===== config.mk =====
export PLATFORM = sky130hd
export DESIGN_NAME = instr_sequencer
export DESIGN_NICKNAME = d
export VERILOG_FILES = /design/src/rtl/instr_sequencer.sv
export SDC_FILE = /design/constraint.sdc
export NUM_CORES = 1
export LEC_CHECK = 0
export ABC_AREA = 0
export BUFFER_PORTS_ARGS = -buffer_cell sky130_fd_sc_hd__buf_2
export CAP_MARGIN = 20
export CORE_MARGIN = 1.5
export CORE_UTILIZATION = 23
export DETAILED_ROUTE_END_ITERATION = 16
export GPL_TIMING_DRIVEN = 1
export SYNTH_ARGS = -nofsm -noshare
export SYNTH_HDL_FRONTEND = slang
export SYNTH_SLANG_ARGS = --single-unit

===== constraint.sdc =====
create_clock -name clk -period 2.6 [get_ports clk]
set_clock_uncertainty 0.15 [all_clocks]
set_input_delay 0.52 -clock clk [delete_from_list [all_inputs] [get_ports clk]]
set_output_delay 0.52 -clock clk [all_outputs]
set_load 0.005 [all_outputs]

===== src/rtl/instr_sequencer.sv =====
// Instruction sequencer: fetches and decodes instruction words, then dispatches each one
// to a per-opcode execution unit and retires it when the unit reports done.
//
// state  | meaning
// IDLE   | stopped at an instruction boundary, waiting for run
// FETCH  | program memory read issued
// LOAD   | memory data valid, IR captures it
// DECODE | opcode checked for halt / legality
// EXEC   | unit enabled and granted the bus, waiting for done or timeout
// GAP    | one dead cycle so the unit returns to idle before the next grant
// HALT   | HALT opcode seen, parked until run drops
// FAULT  | illegal opcode or hung unit, parked until clearFault
module instr_sequencer #(
  parameter int unsigned TIMEOUT   = 15,
  parameter logic [15:0] VALID_OPS = 16'h00FF
) (
  input  logic        clk,
  input  logic        rst,
  input  logic        run,
  input  logic        clearFault,
  input  logic [15:0] memData,
  input  logic [15:0] unitDone,
  output logic        memRd,
  output logic        irLoad,
  output logic [15:0] instruction,
  output logic [15:0] unitEn,
  output logic [15:0] busGrant,
  output logic        busy,
  output logic        halted,
  output logic        fault,
  output logic [1:0]  faultCode,
  output logic [15:0] retired
);

  localparam logic [2:0] S_IDLE   = 3'd0;
  localparam logic [2:0] S_FETCH  = 3'd1;
  localparam logic [2:0] S_LOAD   = 3'd2;
  localparam logic [2:0] S_DECODE = 3'd3;
  localparam logic [2:0] S_EXEC   = 3'd4;
  localparam logic [2:0] S_GAP    = 3'd5;
  localparam logic [2:0] S_HALT   = 3'd6;
  localparam logic [2:0] S_FAULT  = 3'd7;

  localparam logic [3:0] OP_HALT   = 4'hF;
  // Timer starts at 0 on EXEC entry, so the last allowed EXEC cycle sees TIMEOUT-1.
  localparam logic [3:0] TIMER_LAST = 4'(TIMEOUT - 1);

  logic [2:0]  state;
  logic [2:0]  state_nxt;
  logic [15:0] ir;
  logic [3:0]  timer;
  logic [15:0] ret_cnt;
  logic [1:0]  fault_code;
  logic [3:0]  op;
  logic        op_done;
  logic        op_illegal;
  logic        timed_out;

  assign op         = ir[15:12];
  assign op_done    = unitDone[op];
  assign op_illegal = (op != OP_HALT) && !VALID_OPS[op];
  assign timed_out  = (timer == TIMER_LAST);

  always_comb begin
    state_nxt = state;
    case (state)
      S_IDLE:   if (run) state_nxt = S_FETCH;
      S_FETCH:  state_nxt = S_LOAD;
      S_LOAD:   state_nxt = S_DECODE;
      S_DECODE: begin
        if (op == OP_HALT)  state_nxt = S_HALT;
        else if (op_illegal) state_nxt = S_FAULT;
        else                 state_nxt = S_EXEC;
      end
      S_EXEC: begin
        if (op_done)        state_nxt = S_GAP;
        else if (timed_out) state_nxt = S_FAULT;
      end
      S_GAP:    state_nxt = run ? S_FETCH : S_IDLE;
      S_HALT:   if (!run) state_nxt = S_IDLE;
      S_FAULT:  if (clearFault) state_nxt = S_IDLE;
      default:  state_nxt = S_IDLE;
    endcase
  end

  always_ff @(posedge clk or posedge rst) begin
    if (rst) begin
      state      <= S_IDLE;
      ir         <= 16'h0000;
      timer      <= 4'd0;
      ret_cnt    <= 16'h0000;
      fault_code <= 2'b00;
    end else begin
      state <= state_nxt;
      if (state == S_LOAD) ir <= memData;
      if (state == S_DECODE)    timer <= 4'd0;
      else if (state == S_EXEC) timer <= timer + 4'd1;
      if (state == S_EXEC && op_done) ret_cnt <= ret_cnt + 16'd1;
      if (state == S_DECODE && op_illegal)               fault_code <= 2'b01;
      else if (state == S_EXEC && !op_done && timed_out) fault_code <= 2'b10;
      else if (state == S_FAULT && clearFault)           fault_code <= 2'b00;
    end
  end

  // Enables and grants decode from registered state only, so reset drops them at once.
  assign unitEn      = (state == S_EXEC) ? (16'd1 << op) : 16'h0000;
  assign busGrant    = unitEn;
  assign memRd       = (state == S_FETCH) || (state == S_LOAD);
  assign irLoad      = (state == S_LOAD);
  assign instruction = ir;
  assign busy        = !((state == S_IDLE) || (state == S_HALT) || (state == S_FAULT));
  assign halted      = (state == S_HALT);
  assign fault       = (state == S_FAULT);
  assign faultCode   = fault_code;
  assign retired     = ret_cnt;

endmodule


After elaboration in Yosys (flattened, before gate mapping)
Memory sizes are Yosys's and may differ from the RTL's.
Cells that the tools add are included.

operators by class
  add/sub/neg operators = 2
  magnitude comparators = 1
  shift-type cells = 1
  mux-type cells = 18
  equality and inequality tests = 14
  reductions and logical operators = 16

operators with widths
  kind                                                                           count
  3-bit one-hot mux with 8 select lines                                          1
  16-bit by 1-bit adder with 16-bit output (second input constant)               1
  16-bit 2-to-1 mux                                                              1
  1-bit by 4-bit << shifter with 16-bit output (first input constant)            1
  3-bit 2-to-1 mux                                                               5
  3-bit == test (second input constant)                                          4
  2-bit 2-to-1 mux                                                               5
  4-bit == test (second input constant)                                          2
  4-bit 2-to-1 mux                                                               2
  3-bit by 2-bit == test with 1-bit output (second input constant)               2
  1-bit logical AND                                                              6
  2-bit inequality test (second input constant)                                  3
  4-bit by 5-bit less-than comparator with 1-bit output (second input constant)  1
  4-bit by 1-bit adder with 4-bit output (second input constant)                 1
  1-bit binary-select mux with 4-bit select                                      1
  4-bit inequality test (second input constant)                                  1
  4-bit AND reduction                                                            1
  3-bit by 1-bit == test with 1-bit output (second input constant)               1
  1-bit zero test                                                                3
  3-bit zero test                                                                1
  1-bit logical OR                                                               3
  1-bit 2-to-1 mux                                                               3
  3-bit inequality test (second input constant)                                  1
  3-bit nonzero test                                                             1
  2-bit nonzero test                                                             1

storage, ports and cells
  output and inout bits = 71
  bits in read-only memories = 16
  flip-flop bits (word level) = 41
  input port bits = 36
  word-level logic and storage cells = 58
  memories = 1

memories
  name              depth  bits a word  read ports  clocked after Yosys merged registers in  write ports  RTL line  RTL
  (name not given)  16     1            1           0                                        0            61        assign op_illegal = (op != OP_HALT) && !VALID_OPS[op];

Longest topological paths before layout
Gate-level depths: netlist of the first run.

  depth after elaboration = 7
  gate-level depth with buffers = 8
  depth with buffers taken out = 6

Worst setup path before layout of the first run
OpenSTA, ideal clock, no wires.

  path kind = reg-to-output
  start point = reg state[0]
  end point = out unitEn[0]
  stages on the path, launching flop included = 5
  slack = 0.358 ns
  arrival time = 1.572 ns
  path buffers = 1
  data required time = 1.930 ns
  path through = dfrtp_1 or3b_4 or3_1 nor3_1 buf_4

on the way
  longest elaborated chain between the ends = 2

ends and longest elaborated chain
  element                   RTL line  RTL
  start: declaration        48        logic [2:0] state;
  start signal: assignment  94        state <= state_nxt;
  3-bit == test             106       assign unitEn = (state == S_EXEC) ? (16'd1 << op) : 16'h0000;
  16-bit 2-to-1 mux         106
  end: declaration          26        output logic [15:0] unitEn,

No other way between the ends.

Worst setup path after layout of the first run
  start point = reg state[0]
  end point = out unitEn[8]

The elaborated chain is that of the path after synthesis.

==> results of run 1 <==
==> layout by cell type, fill, tap and decap left out, types with 9 or more instances in the layout <==
cell type and instances:
sky130_fd_sc_hd__mux2_2 17, sky130_fd_sc_hd__nand3_1 9, sky130_fd_sc_hd__mux2i_1 10, sky130_fd_sc_hd__a21oi_1 11, sky130_fd_sc_hd__nor2_1 22, sky130_fd_sc_hd__xor2_1 14, sky130_fd_sc_hd__buf_2 106, sky130_fd_sc_hd__nand2_1 18
sky130_fd_sc_hd__dfrtp_1 41
==> routing by layer <==
layer	share of wire [%]	GRT usage (%)	vias to the layer above	routed length, µm
li1	-	-	1017	-
met1	45	13.8	986	2790
met2	47	18.6	72	2910
met3	6.7	3.10	9	421
met4	1.9	4.19	0	121
met5	0	0	-	0
==> path summary, 6_finish.rpt <==
kind / from / to
max reg2reg: instruction[12] / retired[1]
max in group asynchronous: rst / faultCode[1]
min reg2reg: retired[5] / retired[5]
max: state[0] / unitEn[8]
min: rst / instruction[3]
min in group clk: memData[1] / instruction[1]
==> stage by stage <==
| step | area (µm²) | hold slack (ns) | power (mW) | util [%] |
|---|---|---|---|---|
| floorplan | 2470 | 0.315 | 1.99 | - |
| global placement | 3050 | 0.321 | 2.42 | 29.4 |
| detailed placement | 3050 | 0.329 | 2.46 | 29.4 |
| CTS | 3160 | 0.216 | 3.01 | 30.5 |
| global route | 3170 | 0.249 | 3.23 | 30.6 |
| finish | 3170 | 0.196 | 2.97 | 30.6 |
==> report_power, final <==
group	switching, mW	internal (mW)	leakage, nW
logic	0.730	0.659	1.03
registers	0.204	0.836	0.515
clock network	0.232	0.313	0.0585
==> cell families after synthesis <==
logic type | share of synthesized area [%]
AOI/OAI and AO/OA | 14.1
xor gates and xnor gates | 5.67
adders and majority gates | 1.92
buffers and inverters | 8.76
DFF | 41.5
muxes | 11.8
and+or+nand+nor | 16.2
==> flip-flops by register name (all words and copies together) (netlist names) <==
signal / cells
instruction: 16
retired: 16
state: 3
faultCode: 2
timer: 4
==> critical path, stage by stage, from the launching register on <==
cell and delay [ns]:
sky130_fd_sc_hd__dfrtp_1 0.38, sky130_fd_sc_hd__or3b_4 0.44, sky130_fd_sc_hd__or3_1 0.39, sky130_fd_sc_hd__nor3_1 0.20, sky130_fd_sc_hd__buf_2 0.15
==> cell type report <==
class / count / area [µm²]
inverter: 8 / 30.0
fill: 1121 / 7200
tap: 136 / 170
clock buffer: 7 / 86.3
clock inverter: 1 / 30.0
multi-input combinational: 164 / 1240
timing repair buffer: 114 / 591
sequential: 41 / 1030
==> repair_timing <==
| item | in CTS | in global routing |
|---|---|---|
| hold buffers | 0 | 0 |
| endpoints found under the setup margin | 0 | 4 |
| gates resized for setup | 0 | 2 |
| endpoints found under the hold margin | 0 | 0 |
==> qor.log, run 1 <==
qor: clocking.htree_num_levels 2
qor: yosys.synth_area_per_cell 10.3 µm²
qor: yosys.netlist_top_cells_area sky130_fd_sc_hd__dfrtp_1 42%, sky130_fd_sc_hd__mux2_2 7.7%, sky130_fd_sc_hd__buf_4 5.2%
qor: die.coreArea 10400 µm²
qor: clocking.clkSlewWorstSetupHoldPaths 0.08 ns
qor: power_and_ir_drop.largest_vdd_supply_drop 0.000437 V
qor: yosys.yosys_warn_count 0
qor: die.num_ports 107
qor: yosys.synth-async-reset-ratio 100%
qor: yosys.synth.top_cells.by_count 41 x sky130_fd_sc_hd__dfrtp_1, 22 x sky130_fd_sc_hd__nor2_1, 18 x sky130_fd_sc_hd__nand2_1
qor: clocking.clk-insertion-delay-late 0.30 ns
qor: yosys.synthesized_flop_and_latch_total 41
qor: global_route.grt_overflow_total 0
qor: finish.num-nets-final 373
qor: yosys.seq_area_frac_synth 41.5%
qor: clocking.cts_tree done
qor: finish.flow.area_growth_from_synthesis 28.4%
qor: global_route.number_of_antenna_violations_at_the_first_check_in_global_routing 1
qor: detailed_routing.ant_nets 0
qor: place.placed_cells_incl_taps 463
qor: run.maxCapViolations 0
qor: critical_path.worstSetupStartpointType flip-flop
qor: yosys.yosys.area.top_type_share 41.5%
qor: place.dp_hpwl 4810 µm
qor: detailed_routing.wire_per_inst 13.2 µm
qor: clocking.numCtsBuffers 5
qor: die.die_y 107 µm
qor: yosys.synth.most_common_cell sky130_fd_sc_hd__dfrtp_1
qor: power_and_ir_drop.cellPowerDensity 938 nW/µm²
qor: clocking.cts.sinks 41
qor: sta.relative_max_transition_margin 64.6%
qor: yosys.synth.net_count 278
qor: yosys.synth_enable_flop_cells 0
qor: sta.post-route-worst-setup-slack 0.0643 ns
qor: detailed_routing.wirelength 6240 µm
qor: power_and_ir_drop.power.leakage 1.60 nW
qor: critical_path.required 1.93 ns
qor: place.gp_congestion 0.743
qor: sta.max_slew.worst_pin.slew 0.531 ns
qor: sta.totalNegativeSetupSlack 0 ns
qor: finish.drive_above_1_share 46.9%
qor: clocking.clk_path_buf_depth 2
qor: finish.fin_cells 471
qor: yosys.synthDistinctLibCells 43
qor: yosys.yosys.area.top_type sky130_fd_sc_hd__dfrtp_1
qor: detailed_routing.drt-pass1-iter-count 4
qor: die.row_cnt 37
qor: sta.hold_violation_total_from_the_final_report 0
qor: detailed_routing.post_drt_via_cell_ratio 4.42
qor: clocking.post_cts_setup_inserts 0
qor: status.outcome finished, final reports clean
qor: critical_path.cp-end-kind output port
qor: place.count_of_port_buffers_added_during_placement 106
qor: global_route.first_global_vias 2012
qor: yosys.ys.flop_type sky130_fd_sc_hd__dfrtp_1
qor: die.initial_utilization 23.8%
qor: global_route.global_route.usage.total 11.2%
qor: detailed_routing.drc 0
qor: sta.timing.final.max_slew_violations 0
qor: sta.finalCritPeriodShare 97.5%
qor: sta.max_freq 394 MHz
qor: critical_path.crit_path_max_fanout 5
qor: min_path.hold_path_class in2async
qor: critical_path.crit_arrival 1.87 ns
qor: critical_path.r2r_cells 5
qor: sta.fin_crit 2.54 ns
qor: sta.report.final.setup_viol 0
qor: global_route.grt_pass1_wl 9990 µm
qor: global_route.grt_start_max_net_pins 42
qor: detailed_routing.drt_first_iter_violations 65
qor: critical_path.regToRegSetupSlack 0.37 ns
qor: detailed_routing.via_count 2084
qor: yosys.synth.cell_area 2470 µm²
qor: place.pre_cts_slack 0.340 ns
qor: die.die_width 107 µm
qor: die.die_area 11400 µm²
qor: finish.antenna_cells_inserted 0
qor: clocking.cts_root_buffer sky130_fd_sc_hd__clkbuf_8
qor: critical_path.crit_type reg2out
qor: yosys.syn-instance-count 239
Power figures use the tool's default switching activity.
==> inputs of run 2 (changes only) <==
--- a/config.mk
+++ b/config.mk
@@ -5,7 +5,7 @@
 export SDC_FILE = /design/constraint.sdc
 export NUM_CORES = 1
 export LEC_CHECK = 0
-export ABC_AREA = 0
+export ABC_AREA = 1
 export BUFFER_PORTS_ARGS = -buffer_cell sky130_fd_sc_hd__buf_2
 export CAP_MARGIN = 20
 export CORE_MARGIN = 1.5
==> run 2 against run 1 <==
  * Core utilization fell by 1.0 points
  * Die area increased by 3.8%
  * Cell count up 23%
  * Critical path type unchanged
==> qor.log, run 2 <==
qor: status.outcome finished, final reports clean
qor: place.count_of_port_buffers_added_during_placement 106 [unchanged]
qor: die.coreArea 10800 µm² [+4.5%]
qor: place.dp_hpwl 5200 µm [+8.2%]
qor: critical_path.crit_type reg2out
qor: critical_path.timing.critical_path.mode_cell sky130_fd_sc_hd__nor2_1
qor: yosys.synth-async-reset-ratio 100% [unchanged]
qor: sta.max_slew.worst_pin.slew 0.862 ns [+0.332 ns]
qor: clocking.clk_path_buf_depth 2 [unchanged]
qor: yosys.yosys.area.top_type_share 40.0% [-1.6 points]
qor: critical_path.path_cells nor2_1 -> inv_1 -> nor2_4 -> nand2_1 -> nor2_1 -> buf_2
qor: yosys.seq_area_frac_synth 40.0% [-1.6 points]
qor: finish.drive_above_1_share 32.0% [-15 points]
qor: critical_path.worstReg2RegStart instruction[12]
qor: yosys.synth_simple_gate_area_share 34.8% [+19 points]
qor: clocking.clk-insertion-delay-late 0.30 ns [about the same]
qor: die.die_width 109 µm [+1.9%]
qor: yosys.post_synth_xor_area_fraction 4.39% [-1.3 points]
qor: place.dpl_cell_area 3110 µm² [+2.2%]
qor: critical_path.crit_cells 6 [+2]
qor: clocking.cts_root_buffer sky130_fd_sc_hd__clkbuf_8
qor: yosys.synthDistinctLibCells 29 [-33%]
qor: place.gp_congestion 0.807 [+8.6%]
qor: critical_path.slowest_cell_on_crit_path sky130_fd_sc_hd__dfrtp_1
qor: finish.num-nets-final 479 [+28%]
qor: die.die_y 109 µm [+1.9%]
qor: sta.totalNegativeSetupSlack 0 ns [unchanged]
qor: yosys.synthesized_flop_and_latch_total 41 [unchanged]
qor: critical_path.critical_path.startpoint state[0]
qor: global_route.number_of_antenna_violations_at_the_first_check_in_global_routing 0 [-1]
qor: finish.filler_cell_count 1217 [+8.6%]
qor: detailed_routing.met1Wirelength 2990 µm [+7.3%]
qor: die.die_area 11800 µm² [+3.8%]
qor: detailed_routing.drc 0 [unchanged]
qor: clocking.post_cts.resized_instances 0 [unchanged]
qor: finish.commonest_non_fill_non_tap_cell_in_the_layout sky130_fd_sc_hd__nand2_1
qor: global_route.grt_overflow_total 0 [unchanged]
qor: yosys.synth_enable_flop_cells 0 [unchanged]
qor: sta.timing.final.max_slew_violations 0 [unchanged]
qor: power_and_ir_drop.cellPowerDensity 922 nW/µm² [-1.7%]
qor: detailed_routing.route.top_layer_used met4
qor: clocking.post_cts_setup_inserts 0 [unchanged]
qor: finish.final_cell_mix 127 x sky130_fd_sc_hd__nand2_1, 106 x sky130_fd_sc_hd__buf_2, 41 x sky130_fd_sc_hd__dfrtp_1, 38 x sky130_fd_sc_hd__nor2_1, 33 x sky130_fd_sc_hd__inv_1
qor: yosys.post_synth_fa_ha_maj_area_fraction 1.46% [-0.46 points]
qor: sta.fin_crit 2.35 ns [-0.185 ns]
qor: critical_path.cp-end-kind output port
qor: clocking.cts_tree done
qor: detailed_routing.drt_first_iter_violations 80 [+23%]
qor: detailed_routing.wire_per_inst 11.2 µm [-15%]
qor: die.row_cnt 38 [+2.7%]
qor: yosys.synth.cell_area 2570 µm² [+3.9%]
qor: place.placed_cells_incl_taps 573 [+24%]
qor: global_route.first_global_vias 2309 [+15%]
qor: sta.unrepaired_setup_endpoints_after_global_routing false
qor: sta.hold_violation_total_from_the_final_report 0 [unchanged]
qor: clocking.cts.sinks 41 [unchanged]
qor: power_and_ir_drop.largest_vdd_supply_drop 0.000298 V [-32%]
qor: yosys.ys.flop_type sky130_fd_sc_hd__dfrtp_1
qor: yosys.yosys.area.top_type sky130_fd_sc_hd__dfrtp_1
qor: critical_path.critical-path-max-stage-delay 0.39 ns [-0.05 ns]
qor: yosys.synth.net_count 388 [+40%]
qor: critical_path.cp.buffers_inverters 2 [+1]
qor: die.initial_utilization 23.7% [-0.15 points]
qor: yosys.synth.most_common_cell sky130_fd_sc_hd__nand2_1
qor: global_route.grt_start_max_net_pins 23 [-45%]
qor: die.num_ports 107 [unchanged]
qor: detailed_routing.wirelength 6520 µm [+4.5%]
qor: power_and_ir_drop.power.leakage 1.79 nW [+12%]
qor: global_route.grt_pass1_wl 10700 µm [+7.3%]
qor: clocking.numCtsBuffers 5 [unchanged]
qor: critical_path.regToRegSetupSlack 0.54 ns [+0.17 ns]
qor: yosys.synth_area_per_cell 7.36 µm² [-29%]
qor: detailed_routing.met2_wirelength_from_detailed_routing 3130 µm [+7.6%]
qor: clocking.clkSlewWorstSetupHoldPaths 0.09 ns [about the same]
qor: sta.relative_max_transition_margin 42.2% [-22 points]
qor: critical_path.timing.critical_path.to unitEn[12]
qor: detailed_routing.drt-pass1-iter-count 4 [unchanged]
qor: clocking.htree_num_levels 2 [unchanged]
qor: detailed_routing.ant_nets 0 [unchanged]
qor: critical_path.crit_path_max_fanout 8 [+3]
qor: detailed_routing.via_count 2478 [+19%]
qor: critical_path.path_delay_family simple AND/OR/NAND/NOR gates
qor: clocking.holdBufCountCts 0 [unchanged]
qor: sta.report.final.setup_viol 0 [unchanged]
qor: run.maxCapViolations 0 [unchanged]
qor: yosys.synth_top_family_by_area simple AND/OR/NAND/NOR gates
qor: finish.antenna_cells_inserted 0 [unchanged]
qor: detailed_routing.wl_met3 372 µm [-12%]
qor: yosys.netlist_top_cells_area sky130_fd_sc_hd__dfrtp_1 40%, sky130_fd_sc_hd__nand2_1 19%, sky130_fd_sc_hd__nor2_1 5.6%
qor: power_and_ir_drop.power_consumption 2.96 mW [-0.61%]
qor: finish.flow.area_growth_from_synthesis 24.9%
qor: critical_path.crit_arrival 1.68 ns [-0.19 ns]
qor: critical_path.r2r_cells 11 [+6]
qor: sta.finalCritPeriodShare 90.4% [-7.1 points]
qor: global_route.global_route.usage.total 11.3% [+0.15 points]
qor: yosys.yosys-mux-area-fraction 0% [-12 points]
qor: yosys.synth.top_cells.by_count 127 x sky130_fd_sc_hd__nand2_1, 41 x sky130_fd_sc_hd__dfrtp_1, 38 x sky130_fd_sc_hd__nor2_1
qor: sta.max_freq 425 MHz [+7.8%]
qor: yosys.synth_compound_gate_area_share 6.68% [-7.5 points]
qor: critical_path.required 1.93 ns [about the same]
qor: finish.final_area 3210 µm² [+1.1%]
qor: yosys.syn-instance-count 349 [+46%]
qor: critical_path.worstSetupStartpointType flip-flop
qor: detailed_routing.post_drt_via_cell_ratio 4.27 [-3.6%]
qor: yosys.yosys_warn_count 0 [unchanged]
qor: finish.fin_cells 581 [+23%]
qor: min_path.hold_path_class in2async
qor: critical_path.r2r_end retired[13]
## run 2: cell count changes after synthesis, sizes merged, moves of 3 or more
| cell | previous run | this run |
|---|---|---|
| o21ai | 6 | 19 |
| nand4 | 3 | 6 |
| a22oi | 4 | 0 |
| xnor2 | 2 | 5 |
| mux2i | 10 | 0 |
| nand3 | 11 | 19 |
| a21oi | 11 | 3 |
| nor2 | 24 | 39 |
| a211oi | 9 | 0 |
| inv | 8 | 36 |
| nand2 | 18 | 134 |
| mux2 | 17 | 0 |
| nand2b | 3 | 0 |
| xor2 | 14 | 7 |
## run 2: worst min-delay path by stage
stage                               from             end  slack (ns)  cells after the start
after CTS                            rst  instruction[2]        0.15                      2
after detailed placement  instruction[9]  instruction[9]        0.30                      2
after global placement    instruction[2]  instruction[2]        0.30                      2
after floorplan                 timer[2]        timer[2]        0.31                      1
final                                rst  instruction[2]        0.13                      2
after global routing                 rst  instruction[3]        0.17                      2
## run 2: worst register-to-register path: stages, from the launching register on
cell	delay (ns)
sky130_fd_sc_hd__dfrtp_1	0.51
sky130_fd_sc_hd__inv_2	0.22
sky130_fd_sc_hd__nand2_1	0.07
sky130_fd_sc_hd__inv_1	0.08
sky130_fd_sc_hd__nand2_1	0.06
sky130_fd_sc_hd__nand4_1	0.10
sky130_fd_sc_hd__nand3_2	0.12
sky130_fd_sc_hd__nand2_2	0.10
sky130_fd_sc_hd__nand2_4	0.14
sky130_fd_sc_hd__inv_4	0.28
sky130_fd_sc_hd__o21ai_2	0.10
sky130_fd_sc_hd__o21ai_2	0.06
## run 2: power by group
part	internal (mW)	switching [mW]	total, mW
Combinational	0.538	0.860	1.40
Clock	0.196	0.250	0.446
Sequential	0.876	0.236	1.11
## run 2: cell type report
class                           count  area (µm²)  share of cell area [%]
Clock inverter                      3        25.0                   0.780
Tap cell                          140         175                    5.46
Clock buffer                        5        68.8                    2.15
Multi-Input combinational cell    248        1220                    37.9
Inverter                           36         138                    4.29
Timing Repair Buffer              108         558                    17.4
Sequential cell                    41        1030                    32.0
## run 2: logic make-up (layout without fill, tap and decap cells)
group / after synthesis / after routing
adders and majority gates: 3 / 3
buffers and inverters: 60 / 152
and+or+nand+nor: 207 / 207
xor gates and xnor gates: 12 / 12
AOI/OAI and AO/OA: 26 / 26
DFF: 41 / 41
## run 2: metal layers
layer,vias up,track usage (%)
met3,2,2.21
met1,1148,14.5
met4,0,2.26
li1,1253,-
met2,75,19.9
met5,-,0
## run 2: through the flow
stage	worst slack (ns)	utilization (%)	hold WS (ns)
after floorplan	0.694	-	0.306
after global placement	0.571	28.7	0.303
after detailed placement	0.526	28.7	0.304
after CTS	0.214	29.6	0.145
after global routing	0.0498	29.6	0.166
final	0.249	29.6	0.134
==> inputs of run 3 (changes only) <==
--- a/config.mk
+++ b/config.mk
@@ -8,10 +8,10 @@
 export ABC_AREA = 1
 export BUFFER_PORTS_ARGS = -buffer_cell sky130_fd_sc_hd__buf_2
 export CAP_MARGIN = 20
-export CORE_MARGIN = 1.5
 export CORE_UTILIZATION = 23
 export DETAILED_ROUTE_END_ITERATION = 16
 export GPL_TIMING_DRIVEN = 1
+export REMOVE_ABC_BUFFERS = 1
 export SYNTH_ARGS = -nofsm -noshare
 export SYNTH_HDL_FRONTEND = slang
 export SYNTH_SLANG_ARGS = --single-unit
==> constraint.sdc (replaced) <==
create_clock -name clk -period 2.4 [get_ports clk]
set_clock_uncertainty 0.15 [all_clocks]
set_input_delay 0.48 -clock clk [delete_from_list [all_inputs] [get_ports clk]]
set_output_delay 0.48 -clock clk [all_outputs]
set_load 0.005 [all_outputs]
==> run 3 against run 2 <==
  * Cell count is 0.17% higher
  * Clock-buffer cell count is 2 higher
  * Register-to-register slack worse by 0.17 ns
  * Hold slack worse by 0.077 ns
  * Non-clock buffer count is 1 higher
  * Power is 13% higher
  * First-iteration DRC count is 64% higher
  * Setup slack better by 0.0041 ns
  * Global-route usage is 0.26 points higher
  * Final area is 1.6% higher
==> qor.log, run 3 (same netlist as run 2, synthesis figures left out) <==
qor: finish.antenna_cells_inserted 0 [unchanged]
qor: min_path.hold_path_class in2async
qor: die.initial_utilization 23.7% [unchanged]
qor: run.maxCapViolations 0 [unchanged]
qor: finish.final_cell_mix 125 x sky130_fd_sc_hd__nand2_1, 106 x sky130_fd_sc_hd__buf_2, 39 x sky130_fd_sc_hd__dfrtp_1, 38 x sky130_fd_sc_hd__nor2_1, 33 x sky130_fd_sc_hd__inv_1
qor: clocking.cts_root_buffer sky130_fd_sc_hd__clkbuf_8
qor: sta.max_freq 466 MHz
qor: power_and_ir_drop.p_int 1.90 mW [+18%]
qor: power_and_ir_drop.switching_share 43.0% [-2.6 points]
qor: critical_path.crit_arrival 1.52 ns [-0.16 ns]
qor: critical_path.r2r_cells 11 [unchanged]
qor: global_route.global_route.usage.total 11.6% [+0.26 points]
qor: die.row_cnt 38 [unchanged]
qor: sta.unrepaired_setup_endpoints_after_global_routing false
qor: critical_path.crit_type reg2out
qor: clocking.clk_path_buf_depth 2 [unchanged]
qor: die.die_width 108 µm [-0.92%]
qor: sta.totalNegativeSetupSlack 0 ns [unchanged]
qor: global_route.first_global_vias 2394 [+3.7%]
qor: critical_path.crit_path_max_fanout 12 [+4]
qor: power_and_ir_drop.power_consumption 3.34 mW [+13%]
qor: power_and_ir_drop.largest_vdd_supply_drop 0.000280 V [-6.2%]
qor: finish.commonest_non_fill_non_tap_cell_in_the_layout sky130_fd_sc_hd__nand2_1
qor: die.coreArea 10800 µm² [unchanged]
qor: die.num_ports 107 [unchanged]
qor: detailed_routing.wire_per_inst 11.0 µm [-1.7%]
qor: power_and_ir_drop.power_switching 1.43 mW [+6.5%]
qor: sta.hold_violation_total_from_the_final_report 0 [unchanged]
qor: clocking.htree_num_levels 2 [unchanged]
qor: power_and_ir_drop.power.leakage 1.81 nW [+1.2%]
qor: clocking.cts_tree done
qor: clocking.clkSlewWorstSetupHoldPaths 0.08 ns [about the same]
qor: detailed_routing.drt-pass1-iter-count 4 [unchanged]
qor: sta.fin_crit 2.15 ns
qor: finish.drive_above_1_share 32.8% [+0.83 points]
qor: global_route.grt_pass1_wl 10800 µm [+0.90%]
qor: die.die_area 11600 µm² [-1.8%]
qor: clocking.numCtsBuffers 5 [unchanged]
qor: sta.finalCritPeriodShare 89.5%
qor: detailed_routing.via_count 2490 [+0.48%]
qor: critical_path.worstSetupStartpointType flip-flop
qor: sta.relative_max_transition_margin 54.5% [+12 points]
qor: status.outcome finished, final reports clean
qor: clocking.clk-insertion-delay-late 0.28 ns [-0.02 ns]
qor: sta.timing.final.max_slew_violations 0 [unchanged]
qor: power_and_ir_drop.p_seq_share 36.1% [-1.5 points]
qor: clocking.cts.sinks 41 [unchanged]
qor: global_route.grt_start_max_net_pins 26 [+13%]
qor: power_and_ir_drop.cellPowerDensity 1020 nW/µm² [+11%]
qor: detailed_routing.ant_nets 0 [unchanged]
qor: global_route.number_of_antenna_violations_at_the_first_check_in_global_routing 0 [unchanged]
qor: detailed_routing.post_drt_via_cell_ratio 4.28 [+0.31%]
qor: critical_path.regToRegSetupSlack 0.37 ns [-0.17 ns]
qor: critical_path.cp-end-kind output port
qor: place.count_of_port_buffers_added_during_placement 106 [unchanged]
qor: critical_path.required 1.77 ns [-0.16 ns]
qor: power_and_ir_drop.power.share.combinational 46.6% [-0.7 points]
qor: detailed_routing.drc 0 [unchanged]
qor: finish.num-nets-final 480 [+0.21%]
qor: sta.max_slew.worst_pin.slew 0.679 ns [-0.184 ns]
qor: sta.report.final.setup_viol 0 [unchanged]
qor: critical_path.r2r_end retired[13]
qor: detailed_routing.wirelength 6420 µm [-1.6%]
qor: power_and_ir_drop.share_clk_of_total_power 17.4% [+2.3 points]
qor: global_route.grt_overflow_total 0 [unchanged]
qor: finish.flow.area_growth_from_synthesis 26.9%
qor: die.die_y 108 µm [-0.92%]
qor: critical_path.worstReg2RegStart instruction[12]
qor: detailed_routing.drt_first_iter_violations 131 [+64%]
qor: place.gp_congestion 0.811 [+0.42%]
qor: place.dp_hpwl 5030 µm [-3.3%]
## run 3: cell count changes in the layout (fill, tap and decap cells not counted), sizes merged
cell	change
clkinvlp	-1
buf	+1
clkbuf	+2
inv	-2
bufinv	+1
## run 3: per-stage QoR
step	hold WS (ns)	setup slack [ns]	utilization [%]	area, µm²	cells
4_1_cts	0.0707	0.0554	29.9	3240	581
3_5_place_dp	0.307	0.331	28.8	3130	573
3_3_place_gp	0.305	0.392	28.8	3130	573
2_1_floorplan	0.306	0.429	-	2380	325
5_1_grt	0.0898	0.0746	30.0	3260	582
6_report	0.0572	0.253	30.0	3260	582
## run 3: final cells by class
type	count	area [µm²]
repair buffers	109	578
fillers	1231	7580
clock inverters	1	30.0
flip-flops and latches	41	1030
well taps	140	175
inverters	36	138
clock buffers	7	86.3
multi-input cells	248	1220
## run 3: timing repair
item,CTS,global route
setup buffers,0,1
endpoints found under the setup margin,0,32
gates resized for setup,0,4
hold buffers,0,0
## run 3: worst max-delay path, cell delays in order (launching register included)
cell                      delay (ns)
sky130_fd_sc_hd__dfrtp_2        0.49
sky130_fd_sc_hd__inv_2          0.18
sky130_fd_sc_hd__nand2_1        0.07
sky130_fd_sc_hd__inv_1          0.10
sky130_fd_sc_hd__nand2_1        0.08
sky130_fd_sc_hd__nor2_1         0.17
sky130_fd_sc_hd__buf_2          0.14
## run 3: per-layer routing
metal  share of wire [%]  routed length [µm]  GRT usage [%]
met3                 5.8                 369           2.72
met5                   0                   0              0
met4                0.89                  57           3.23
met2                  47                3050           20.3
met1                  46                2940           14.1
## run 3: how the worst max path moves through the flow
stage                           endpoint  slack, ns            start  depth (start not counted)
after floorplan           instruction[0]       0.43         state[0]                          6
final                         unitEn[10]       0.25  instruction[12]                          6
after detailed placement     retired[13]       0.33  instruction[12]                         11
after CTS                    busGrant[6]       0.06         state[1]                          6
after global routing        busGrant[15]       0.07  instruction[13]                          5
after global placement       retired[14]       0.39  instruction[12]                         11
## run 3: power groups by stage
stage | sequential (mW) | combinational (mW) | clock, mW
after floorplan | 1.19 | 0.969 | 0
after global placement | 1.20 | 1.53 | 0
after detailed placement | 1.21 | 1.57 | 0
after CTS | 1.20 | 1.58 | 0.613
after global routing | 1.25 | 1.79 | 0.642
final | 1.20 | 1.55 | 0.579
